$ cat config.mk
export PLATFORM = sky130hd
export DESIGN_NAME = dec_print_formatter_flat
export DESIGN_NICKNAME = d
export VERILOG_FILES = /design/src/rtl/dec_print_formatter_if.sv /design/src/rtl/dec_print_formatter.sv /design/src/flat_wrapper.sv
export SDC_FILE = /design/constraint.sdc
export NUM_CORES = 1
export LEC_CHECK = 0
export CORE_MARGIN = 2
export CORE_UTILIZATION = 63
export DETAILED_ROUTE_END_ITERATION = 8
export PLACE_DENSITY = 0.85
export RECOVER_POWER = 100
export SETUP_SLACK_MARGIN = 0.15
export SYNTH_ARGS = -nofsm -noshare
export SYNTH_HDL_FRONTEND = slang
export SYNTH_SLANG_ARGS = --single-unit
$ cat constraint.sdc
create_clock -name clk -period 4 [get_ports clk]
set_clock_uncertainty 0.15 [all_clocks]
set_input_delay 1 -clock clk [delete_from_list [all_inputs] [get_ports clk]]
set_output_delay 1 -clock clk [all_outputs]
set_load 0.03 [all_outputs]
$ cat src/rtl/dec_print_formatter_if.sv
// -----------------------------------------------------------------------------
// dec_print_formatter_if
// Handshake bundle between a value source, the decimal print formatter and a
// character sink.
//
// Signals:
//   in_valid  - source offers a value
//   in_data   - unsigned value to print (WIDTH bits)
//   in_ready  - formatter can accept a value
//   out_valid - out_data holds a valid character
//   out_data  - ASCII character
//   out_ready - sink accepts the character
//   busy      - formatter is working on a value
//
// Modports:
//   master - environment side (drives value and sink ready)
//   slave  - formatter side
// -----------------------------------------------------------------------------
interface dec_print_formatter_if #(
   parameter int WIDTH = 8
);
   logic             in_valid;
   logic [WIDTH-1:0] in_data;
   logic             in_ready;
   logic             out_valid;
   logic [7:0]       out_data;
   logic             out_ready;
   logic             busy;

   modport master (
      output in_valid, in_data, out_ready,
      input  in_ready, out_valid, out_data, busy
   );

   modport slave (
      input  in_valid, in_data, out_ready,
      output in_ready, out_valid, out_data, busy
   );
endinterface

$ cat src/rtl/dec_print_formatter.sv
// -----------------------------------------------------------------------------
// dec_print_formatter
// Converts each accepted unsigned value into decimal ASCII without leading
// zeros (same rendering as %0d) and streams it one byte per handshake,
// terminated by a newline (0x0A).
//
// Ports:
//   clk   - rising-edge clock
//   reset - asynchronous, active-high reset
//   bus   - dec_print_formatter_if.slave (in_valid/in_data/in_ready,
//           out_valid/out_data/out_ready, busy)
//
// Parameters:
//   WIDTH  - input value width, 1..16
//   DIGITS - decimal digits held internally (5 covers WIDTH = 16)
//
// Optional feature (macro DEC_PRINT_FORMATTER_PREFIX_EN):
//   when defined, every number is preceded by the text "count=".
// -----------------------------------------------------------------------------
module dec_print_formatter #(
   parameter int WIDTH  = 8,
   parameter int DIGITS = 5
) (
   input logic                  clk,
   input logic                  reset,
   dec_print_formatter_if.slave bus
);

   localparam int BCD_W = DIGITS * 4;
   localparam int CNT_W = 5;

   typedef enum logic [2:0] {
      ST_IDLE    = 3'd0,
      ST_CONVERT = 3'd1,
      ST_EMIT    = 3'd2,
`ifdef DEC_PRINT_FORMATTER_PREFIX_EN
      ST_PREFIX  = 3'd4,
`endif
      ST_NEWLINE = 3'd3
   } state_t;

   state_t           state_r, state_s;
   logic [WIDTH-1:0] val_r, val_s;
   logic [BCD_W-1:0] bcd_r, bcd_s, bcd_shift_s;
   logic [CNT_W-1:0] cnt_r, cnt_s;
   logic [2:0]       idx_r, idx_s;
   logic             out_valid_r, out_valid_s;
   logic [7:0]       out_data_r, out_data_s;
   logic             fire_s;
   logic             last_shift_s;

   // One double-dabble iteration: add 3 to every nibble >= 5, then shift in
   // the next value bit.
   function automatic logic [BCD_W-1:0] dabble_step(input logic [BCD_W-1:0] bcd,
                                                    input logic             bit_in);
      logic [BCD_W-1:0] adj;
      adj = bcd;
      for (int i = 32'sd0; i < DIGITS; i++) begin
         if (bcd[i*4 +: 4] >= 4'd5) begin
            adj[i*4 +: 4] = bcd[i*4 +: 4] + 4'd3;
         end else begin
            adj[i*4 +: 4] = bcd[i*4 +: 4];
         end
      end
      return (adj << 1) | {{(BCD_W-1){1'b0}}, bit_in};
   endfunction

   // Index of the most significant nonzero nibble; 0 for a zero value so
   // that "0" is still printed.
   function automatic logic [2:0] msd_index(input logic [BCD_W-1:0] bcd);
      logic [2:0] idx;
      idx = 3'd0;
      for (int i = 32'sd0; i < DIGITS; i++) begin
         if (bcd[i*4 +: 4] != 4'd0) begin
            idx = i[2:0];
         end else begin
            idx = idx;
         end
      end
      return idx;
   endfunction

   function automatic logic [3:0] nibble_at(input logic [BCD_W-1:0] bcd,
                                            input logic [2:0]       idx);
      logic [BCD_W-1:0] sh;
      sh = bcd >> {idx, 2'b00};
      return sh[3:0];
   endfunction

   function automatic logic [7:0] ascii_digit(input logic [3:0] nib);
      return 8'h30 + {4'h0, nib};
   endfunction

`ifdef DEC_PRINT_FORMATTER_PREFIX_EN
   // "count=" character ROM
   function automatic logic [7:0] prefix_char(input logic [CNT_W-1:0] pos);
      logic [7:0] ch;
      case (pos)
         5'd0:    ch = 8'h63;
         5'd1:    ch = 8'h6F;
         5'd2:    ch = 8'h75;
         5'd3:    ch = 8'h6E;
         5'd4:    ch = 8'h74;
         5'd5:    ch = 8'h3D;
         default: ch = 8'h00;
      endcase
      return ch;
   endfunction
`endif

   assign fire_s       = out_valid_r & bus.out_ready;
   assign last_shift_s = (cnt_r == CNT_W'(WIDTH - 1));
   assign bcd_shift_s  = dabble_step(bcd_r, val_r[WIDTH-1]);

   assign bus.in_ready  = (state_r == ST_IDLE);
   assign bus.busy      = (state_r != ST_IDLE);
   assign bus.out_valid = out_valid_r;
   assign bus.out_data  = out_data_r;

   // State register
   always_ff @(posedge clk or posedge reset) begin
      if (reset) begin
         state_r <= ST_IDLE;
      end else begin
         state_r <= state_s;
      end
   end

   // Next-state logic
   always_comb begin
      state_s = state_r;
      case (state_r)
         ST_IDLE: begin
            if (bus.in_valid) begin
               state_s = ST_CONVERT;
            end else begin
               state_s = ST_IDLE;
            end
         end
         ST_CONVERT: begin
            if (last_shift_s) begin
`ifdef DEC_PRINT_FORMATTER_PREFIX_EN
               state_s = ST_PREFIX;
`else
               state_s = ST_EMIT;
`endif
            end else begin
               state_s = ST_CONVERT;
            end
         end
`ifdef DEC_PRINT_FORMATTER_PREFIX_EN
         ST_PREFIX: begin
            if (fire_s && (cnt_r == 5'd5)) begin
               state_s = ST_EMIT;
            end else begin
               state_s = ST_PREFIX;
            end
         end
`endif
         ST_EMIT: begin
            if (fire_s && (idx_r == 3'd0)) begin
               state_s = ST_NEWLINE;
            end else begin
               state_s = ST_EMIT;
            end
         end
         ST_NEWLINE: begin
            if (fire_s) begin
               state_s = ST_IDLE;
            end else begin
               state_s = ST_NEWLINE;
            end
         end
         default: state_s = ST_IDLE;
      endcase
   end

   // Datapath and next output-register values. The output registers are
   // loaded one cycle after entering a character state (out_valid low), and
   // afterwards advance only on a handshake so a stalled byte stays stable.
   always_comb begin
      val_s       = val_r;
      bcd_s       = bcd_r;
      cnt_s       = cnt_r;
      idx_s       = idx_r;
      out_valid_s = out_valid_r;
      out_data_s  = out_data_r;
      case (state_r)
         ST_IDLE: begin
            if (bus.in_valid) begin
               val_s = bus.in_data;
               bcd_s = {BCD_W{1'b0}};
               cnt_s = {CNT_W{1'b0}};
               idx_s = 3'd0;
            end else begin
               val_s = val_r;
            end
         end
         ST_CONVERT: begin
            bcd_s = bcd_shift_s;
            val_s = val_r << 1;
            if (last_shift_s) begin
               cnt_s = {CNT_W{1'b0}};
               idx_s = msd_index(bcd_shift_s);
            end else begin
               cnt_s = cnt_r + 5'd1;
            end
         end
`ifdef DEC_PRINT_FORMATTER_PREFIX_EN
         ST_PREFIX: begin
            if (!out_valid_r) begin
               out_valid_s = 1'b1;
               out_data_s  = prefix_char(cnt_r);
            end else if (fire_s) begin
               if (cnt_r == 5'd5) begin
                  // Hand over directly to the first digit, no bubble.
                  out_data_s = ascii_digit(nibble_at(bcd_r, idx_r));
               end else begin
                  cnt_s      = cnt_r + 5'd1;
                  out_data_s = prefix_char(cnt_r + 5'd1);
               end
            end else begin
               out_data_s = out_data_r;
            end
         end
`endif
         ST_EMIT: begin
            if (!out_valid_r) begin
               out_valid_s = 1'b1;
               out_data_s  = ascii_digit(nibble_at(bcd_r, idx_r));
            end else if (fire_s) begin
               if (idx_r == 3'd0) begin
                  out_data_s = 8'h0A;
               end else begin
                  idx_s      = idx_r - 3'd1;
                  out_data_s = ascii_digit(nibble_at(bcd_r, idx_r - 3'd1));
               end
            end else begin
               out_data_s = out_data_r;
            end
         end
         ST_NEWLINE: begin
            if (fire_s) begin
               out_valid_s = 1'b0;
               out_data_s  = 8'h00;
            end else begin
               out_data_s = out_data_r;
            end
         end
         default: begin
            out_valid_s = 1'b0;
            out_data_s  = 8'h00;
         end
      endcase
   end

   // Datapath and output registers
   always_ff @(posedge clk or posedge reset) begin
      if (reset) begin
         val_r       <= {WIDTH{1'b0}};
         bcd_r       <= {BCD_W{1'b0}};
         cnt_r       <= {CNT_W{1'b0}};
         idx_r       <= 3'd0;
         out_valid_r <= 1'b0;
         out_data_r  <= 8'h00;
      end else begin
         val_r       <= val_s;
         bcd_r       <= bcd_s;
         cnt_r       <= cnt_s;
         idx_r       <= idx_s;
         out_valid_r <= out_valid_s;
         out_data_r  <= out_data_s;
      end
   end

endmodule
$ cat src/flat_wrapper.sv
// flat-port wrapper written by rule: the top's interface ports become plain ports
module dec_print_formatter_flat 
#(
   parameter int WIDTH  = 8,
   parameter int DIGITS = 5
)
  (clk, reset, bus_in_valid, bus_in_data, bus_out_ready, bus_in_ready, bus_out_valid, bus_out_data, bus_busy);
  dec_print_formatter_if #(.WIDTH(WIDTH)) bus_i ();
  input logic clk;
  input logic reset;
  input wire logic [$bits(bus_i.in_valid)-1:0] bus_in_valid;
  input wire logic [$bits(bus_i.in_data)-1:0] bus_in_data;
  input wire logic [$bits(bus_i.out_ready)-1:0] bus_out_ready;
  output wire logic [$bits(bus_i.in_ready)-1:0] bus_in_ready;
  output wire logic [$bits(bus_i.out_valid)-1:0] bus_out_valid;
  output wire logic [$bits(bus_i.out_data)-1:0] bus_out_data;
  output wire logic [$bits(bus_i.busy)-1:0] bus_busy;
  assign bus_i.in_valid = bus_in_valid;
  assign bus_i.in_data = bus_in_data;
  assign bus_i.out_ready = bus_out_ready;
  assign bus_in_ready = bus_i.in_ready;
  assign bus_out_valid = bus_i.out_valid;
  assign bus_out_data = bus_i.out_data;
  assign bus_busy = bus_i.busy;
  dec_print_formatter #(.WIDTH(WIDTH), .DIGITS(DIGITS)) u_core (.clk(clk), .reset(reset), .bus(bus_i));
endmodule
==> key figures, run 1 <==
Critical path
  – CP max FO: 7
  – Critical Path Sink Type: primary output
  – Worst flop-to-flop path endpoint: u_core.bus.out_data[0]
  – Kind of critical path: reg -> out
  – CP required: 2.85 ns
  – R2R setup slack: 1.18 ns
  – Crit path launch type: flip-flop
  – Crit path DAT: 1.86 ns
  – FF-to-FF path depth: 6
  – Worst R2R Start: u_core.idx_r[0]

Logic synthesis
  – Post-Syn Instances: 342
  – Synth warn: 0
  – Register bit total from synthesis: 44
  – Synth Cell Area: 0.002980 mm2
  – Post-synth EDFFs: 0
  – Post-synthesis sequential area ratio: 36.94%
  – Post-synthesis cell type count: 42
  – Avg Inst Size Synth: 8.714 um2
  – Ys async rst share: 100.0%
  – Most used DFF post-synth: dfrtp_1

Clocking
  – Clock insertion delay at the later pin of the skew report: 0.31 ns
  – Clk root buf: clkbuf_8
  – Clock buffer depth: 2
  – Clock tree from TritonCTS: built
  – CTS Buf Count: 5
  – Clk sinks: 44
  – Cts hold-fix bufs: 0
  – # resized after CTS: 0
  – Clk pin slew, worst setup/hold paths: 0.09 ns
  – H-tree levels: 2
  – Setup Fix Bufs, Post-CTS: 0

Outcome
  – Outcome: finished, final reports clean

Timing
  – # setup viols final: 0
  – RSZ-0062 raised after global routing: false
  – Slew headroom: 25.35%
  – Setup TNS: 0 ns
  – Final Critical Period: 3.006 ns
  – Period utilisation layout: 75.16%
  – Number of hold violations in the final report: 0
  – Worst-margin pin slew: 1.108 ns
  – Fmax: 332.6 MHz
  – Final Max Slew Viols: 0

Cells and area
  – Final nets: 381
  – Antenna Cells: 0
  – Layout cell share with drive strength beyond 1: 4.816%
  – Area grow syn2layout: 9.362%
  – Fin cells: 407

Min path
  – Min-delay worst type: reg -> reg
  – WHS Endpoint: u_core.val_r[3]
  – Hold path start: u_core.val_r[3]
  – Cell count of the worst hold path: 2

Detailed routing
  – DRC marker count from the first detailed-route iteration: 193
  – Drt drc: 0
  – Remaining antenna violation count: 0
  – WL final: 6413 um
  – DR WL/cell: 15.76 um
  – DRT Pass-1 Iters: 4
  – Vias per inst: 6.290
  – Via count: 2,560

Power
  – Clk pwr share: 13.0%
  – Comb pwr share: 55.2%
  – Part of the power in registers: 31.8%
  – Pwr dens: 851.5 mW/mm2
  – Peak supply drop: 0.4647 mV
  – Sw power: 1.326 mW
  – Sw Ratio: 47.78%
  – Final Power: 2.775 mW
  – Cell Int Power: 1.449 mW
  – Leak pwr: 1.440 nW

Global routing
  – Vias in the first global route: 2,365
  – Initial antenna violation count: 0
  – GR Layer Usage met3: 5.110%
  – Largest net degree at the start of global routing: 31
  – GRT Total Usage: 26.76%
  – GR Util met1: 36.83%
  – First-pass GRT wire length: 11,010 um
  – Grt ovf: 0
  – Routing usage on met2: 42.02%
  – GR peak layer: met2

Floorplanning
  – Die height: 72.78 um
  – Die Width: 72.78 um
  – Initial Util: 64.38%
  – IO Pins: 23
  – Core region area: 0.004629 mm2
  – Die area: 0.005297 mm2
  – Cell row count: 25

Run
  – Max_cap viols: 0

Placement
  – GPL Wtd Cong: 0.8712
  – Placed cells: 399
  – Hpwl dp: 4664 um
  – Count of input and output buffers: 20
==> metal layers <==
metal	up-vias	wire length, um	share of wire [%]
li1	1214	-	-
met1	1237	2806	44
met3	17	367	5.7
met2	92	3054	48
met5	-	0	0
met4	0	184	2.9
==> state kept, by name, indices dropped and copies added (netlist names) <==
signal / count
u_core.bcd_r: 20
u_core.val_r: 8
u_core.bus.out_data: 5
u_core.cnt_r: 5
u_core.idx_r: 3
u_core.state_r: 2
u_core.bus.out_valid: 1
==> power groups by stage <==
| stage | sequential (mW) | clock (mW) | combinational [mW] |
|---|---|---|---|
| 6_report | 0.883 | 0.361 | 1.53 |
| 3_3_place_gp | 0.876 | 0 | 1.47 |
| 5_1_grt | 0.913 | 0.384 | 1.74 |
| 4_1_cts | 0.880 | 0.366 | 1.55 |
| 3_5_place_dp | 0.887 | 0 | 1.53 |
| 2_1_floorplan | 0.794 | 0 | 1.27 |
==> metrics by stage <==
stage	cell area, um2	hold slack (ns)	setup WS, ns	util (%)
floorplan	2984	0.2996	1.681	-
global placement	3157	0.3143	1.232	68.19
detailed placement	3157	0.3228	1.190	68.19
CTS	3272	0.3430	1.019	70.68
global route	3259	0.3770	0.8984	70.41
finish	3259	0.3399	0.9935	70.41
==> how the worst max path moves through the flow <==
stage                      startpoint                     end  slack [ns]  cells past startpoint
finish              u_core.state_r[0]                bus_busy        0.99                      4
global placement         bus_in_valid        u_core.bcd_r[15]        1.23                      6
detailed placement       bus_in_valid        u_core.bcd_r[15]        1.19                      6
CTS                 u_core.state_r[0]            bus_in_ready        1.02                      3
global route        u_core.state_r[1]                bus_busy        0.90                      4
floorplan             u_core.idx_r[0]  u_core.bus.out_data[0]        1.68                      9
==> synth_stat cells (6+ instances only) <==
cell / n / area (um2)
mux2i_1: 9 / 90.09
nand2_1: 55 / 206.5
inv_1: 22 / 82.58
nand2b_1: 11 / 68.82
ha_1: 17 / 212.7
o21ai_0: 42 / 210.2
dfrtp_1: 44 / 1101
nor2_1: 17 / 63.81
mux4_2: 6 / 135.1
a21oi_1: 20 / 100.1
nor3_1: 8 / 40.04
nand3_1: 8 / 40.04
nor2b_1: 7 / 43.79
clkbuf_1: 8 / 30.03
==> cell families (layout without fill, tap and decap cells) <==
kind of cell	Yosys count	count (layout)	synth area share [%]
DFF	44	44	36.94
buffers and inverters	42	52	6.591
adders and majority gates	17	17	7.137
other	1	2	0.1258
xor gates and xnor gates	7	7	2.057
and+or+nand+nor	123	123	19.61
AOI/OAI and AO/OA	90	90	17.84
muxes	18	18	9.698
==> critical path, stage by stage, from the launching register on <==
cell	delay, ns
dfrtp_1	0.38
inv_1	0.07
ha_1	0.27
inv_1	0.09
dlygate4sd3_1	0.73
==> area by class of cell <==
cell class	count	area, um2
clock buffers	5	68.82
clock inverters	3	46.29
fillers	374	1370
inverters	22	82.58
multi-input cells	257	1682
flip-flops and latches	44	1101
well taps	54	67.56
repair buffers	22	211.5
==> cell usage in the layout (no fill, tap or decap), types with 6 or more instances in the layout <==
| master | synthesis | final |
|---|---|---|
| nand2_1 | 55 | 55 |
| ha_1 | 17 | 17 |
| mux4_2 | 6 | 6 |
| inv_1 | 22 | 21 |
| clkdlybuf4s50_1 | 0 | 8 |
| nand2b_1 | 11 | 11 |
| nor3_1 | 8 | 8 |
| nand3_1 | 8 | 8 |
| dlygate4sd3_1 | 0 | 12 |
| mux2i_1 | 9 | 9 |
| o21ai_0 | 42 | 45 |
| nor2b_1 | 7 | 7 |
| a21oi_1 | 20 | 20 |
| nor2_1 | 17 | 17 |
| dfrtp_1 | 44 | 44 |
Power figures use the tool's default switching activity.
==> run 2, diff against run 1 <==
--- a/config.mk
+++ b/config.mk
@@ -6,9 +6,9 @@
 export NUM_CORES = 1
 export LEC_CHECK = 0
 export CORE_MARGIN = 2
-export CORE_UTILIZATION = 63
+export CORE_UTILIZATION = 53
 export DETAILED_ROUTE_END_ITERATION = 8
-export PLACE_DENSITY = 0.85
+export PLACE_DENSITY = 0.76
 export RECOVER_POWER = 100
 export SETUP_SLACK_MARGIN = 0.15
 export SYNTH_ARGS = -nofsm -noshare
==> constraint.sdc (replaced) <==
create_clock -name clk -period 2.4 [get_ports clk]
set_clock_uncertainty 0.15 [all_clocks]
set_input_delay 0.6 -clock clk [delete_from_list [all_inputs] [get_ports clk]]
set_output_delay 0.6 -clock clk [all_outputs]
set_load 0.03 [all_outputs]
==> run 2 against run 1 <==
  * Largest power group unchanged
  * Clock-buffer cell count stayed put
  * Combinational power is 79% higher
  * Clock power is 85% higher
  * Core utilization is 8.6 points lower
  * First-iteration DRC count is 19% lower
  * Via count is 2.6% lower
  * Final area is 3.7% higher
  * Hold slack hardly changed
==> key figures, run 2 (synthesis gave the netlist of run 1 again) <==
Outcome
  – Outcome: finished, final reports clean

Clocking
  – Clk root buf: clkbuf_8
  – Setup Fix Bufs, Post-CTS: 0
  – Clock buffer depth: 2
  – Clk sinks: 44
  – H-tree levels: 2
  – Clock insertion delay at the later pin of the skew report: 0.30 ns
  – Clk pin slew, worst setup/hold paths: 0.08 ns
  – Clock tree from TritonCTS: built
  – CTS Buf Count: 5
  – Cts hold-fix bufs: 0

Global routing
  – Grt ovf: 0
  – Initial antenna violation count: 0
  – Largest net degree at the start of global routing: 22
  – GRT Total Usage: 22.52%
  – First-pass GRT wire length: 11,270 um
  – Vias in the first global route: 2,382

Placement
  – GPL Wtd Cong: 0.8525
  – Post-DP Area: 0.003282 mm2
  – Count of input and output buffers: 20
  – Hpwl dp: 4818 um
  – Placed cells: 429

Critical path
  – CP max FO: 7
  – CP required: 1.65 ns
  – Crit path launch type: flip-flop
  – Crit path DAT: 1.42 ns
  – Kind of critical path: reg -> out
  – Slowest cell on the critical path: dfrtp_1
  – Most used cell, CP: inv_1
  – Critical Path Sink Type: primary output
  – Cells along the critical path: inv_1, ha_2, inv_1, clkdlybuf4s15_2
  – Max incr delay on CP: 0.42 ns

Cells and area
  – Commonest non-fill, non-tap cell in the layout: nand2_1
  – Regs by FF count: u_core.bcd_r x20, u_core.val_r x8
  – Antenna Cells: 0
  – Max reg flops: 20
  – Final nets: 393
  – Biggest register: u_core.bcd_r
  – Area grow syn2layout: 13.43%
  – Most frequent cells in the layout: nand2_1, dfrtp_1, o21ai_0
  – Finished Cell Area: 0.003381 mm2
  – Layout cell share with drive strength beyond 1: 8.516%
  – Fin cells: 436
  – # fillers: 492

Timing
  – Period utilisation layout: 90.28%
  – Final Max Slew Viols: 0
  – Setup TNS: 0 ns
  – Slew headroom: 47.59%
  – # setup viols final: 0
  – Number of hold violations in the final report: 0
  – Worst-margin pin slew: 0.7861 ns
  – RSZ-0062 raised after global routing: true
  – Fmax: 461.5 MHz
  – Final Critical Period: 2.167 ns

Floorplanning
  – Die Width: 78.99 um
  – Die height: 78.99 um
  – Die area: 0.006239 mm2
  – Cell row count: 27
  – Initial Util: 54.46%
  – Core region area: 0.005473 mm2
  – IO Pins: 23

Min path
  – Min-delay worst type: reg -> reg

Power
  – Peak supply drop: 0.5739 mV
  – Pwr dens: 1423 mW/mm2
  – Final Power: 4.810 mW
  – Leak pwr: 1.501 nW

Detailed routing
  – Drt drc: 0
  – DR WL/cell: 14.63 um
  – Vias per inst: 5.718
  – WL final: 6380 um
  – DRC marker count from the first detailed-route iteration: 156
  – Via count: 2,493
  – DRT Pass-1 Iters: 4
  – Remaining antenna violation count: 0

Run
  – Max_cap viols: 0
## run 2: what timing repair did
item / CTS / global route
endpoints found under the setup margin: 2 / 15
resized for setup: 6 / 3
endpoints found under the hold margin: 0 / 0
## run 2: final timing paths
check	startpoint	to	slack, ns	depth (start not counted)
hold reg to reg	u_core.bus.out_data[4]	u_core.bus.out_data[4]	0.34	2
max in group asynchronous	reset	u_core.bcd_r[14]	0.61	3
setup / recovery	u_core.state_r[0]	bus_busy	0.23	4
hold / removal	u_core.bus.out_data[4]	u_core.bus.out_data[4]	0.34	2
min in group asynchronous	reset	u_core.state_r[1]	0.60	2
setup reg to reg	u_core.idx_r[1]	u_core.bus.out_data[3]	0.24	6
## run 2: worst max-delay path: cells and delay by family, from the launching register on
family,cells,cell delay [ns]
buffers and inverters,3,0.45
DFF,1,0.42
adders and majority gates,1,0.25
## run 2: stage by stage
stage	setup slack, ns	utilization [%]	hold slack [ns]
6_report	0.2332	61.77	0.3399
5_1_grt	0.09510	61.77	0.3743
4_1_cts	0.1682	62.37	0.3472
3_5_place_dp	0.05378	59.97	0.3282
3_3_place_gp	0.1342	59.97	0.3137
2_1_floorplan	0.1570	-	0.2996
## run 2: metal layers
metal | share of wire, % | wire, um | vias up | track usage (%)
met3 | 3.8 | 240 | 7 | 3.068
met4 | 1.3 | 82 | 0 | 6.552
met1 | 46 | 2908 | 1186 | 30.33
met5 | 0 | 0 | - | 0
met2 | 49 | 3148 | 66 | 38.05
li1 | - | - | 1234 | -
## run 2: power by group
part / switching [mW] / internal, mW
sequential: 0.356 / 1.04
combinational: 1.58 / 1.16
clock: 0.258 / 0.410
total: 2.20 / 2.61
## run 2: final cells by class
type	instances	area, um2	share of cell area (%)
Multi-Input combinational cell	257	1693	50.07
Sequential cell	44	1101	32.57
Clock buffer	5	68.82	2.036
Tap cell	72	90.09	2.665
Clock inverter	2	60.06	1.776
Timing Repair Buffer	34	285.3	8.438
Inverter	22	82.58	2.443
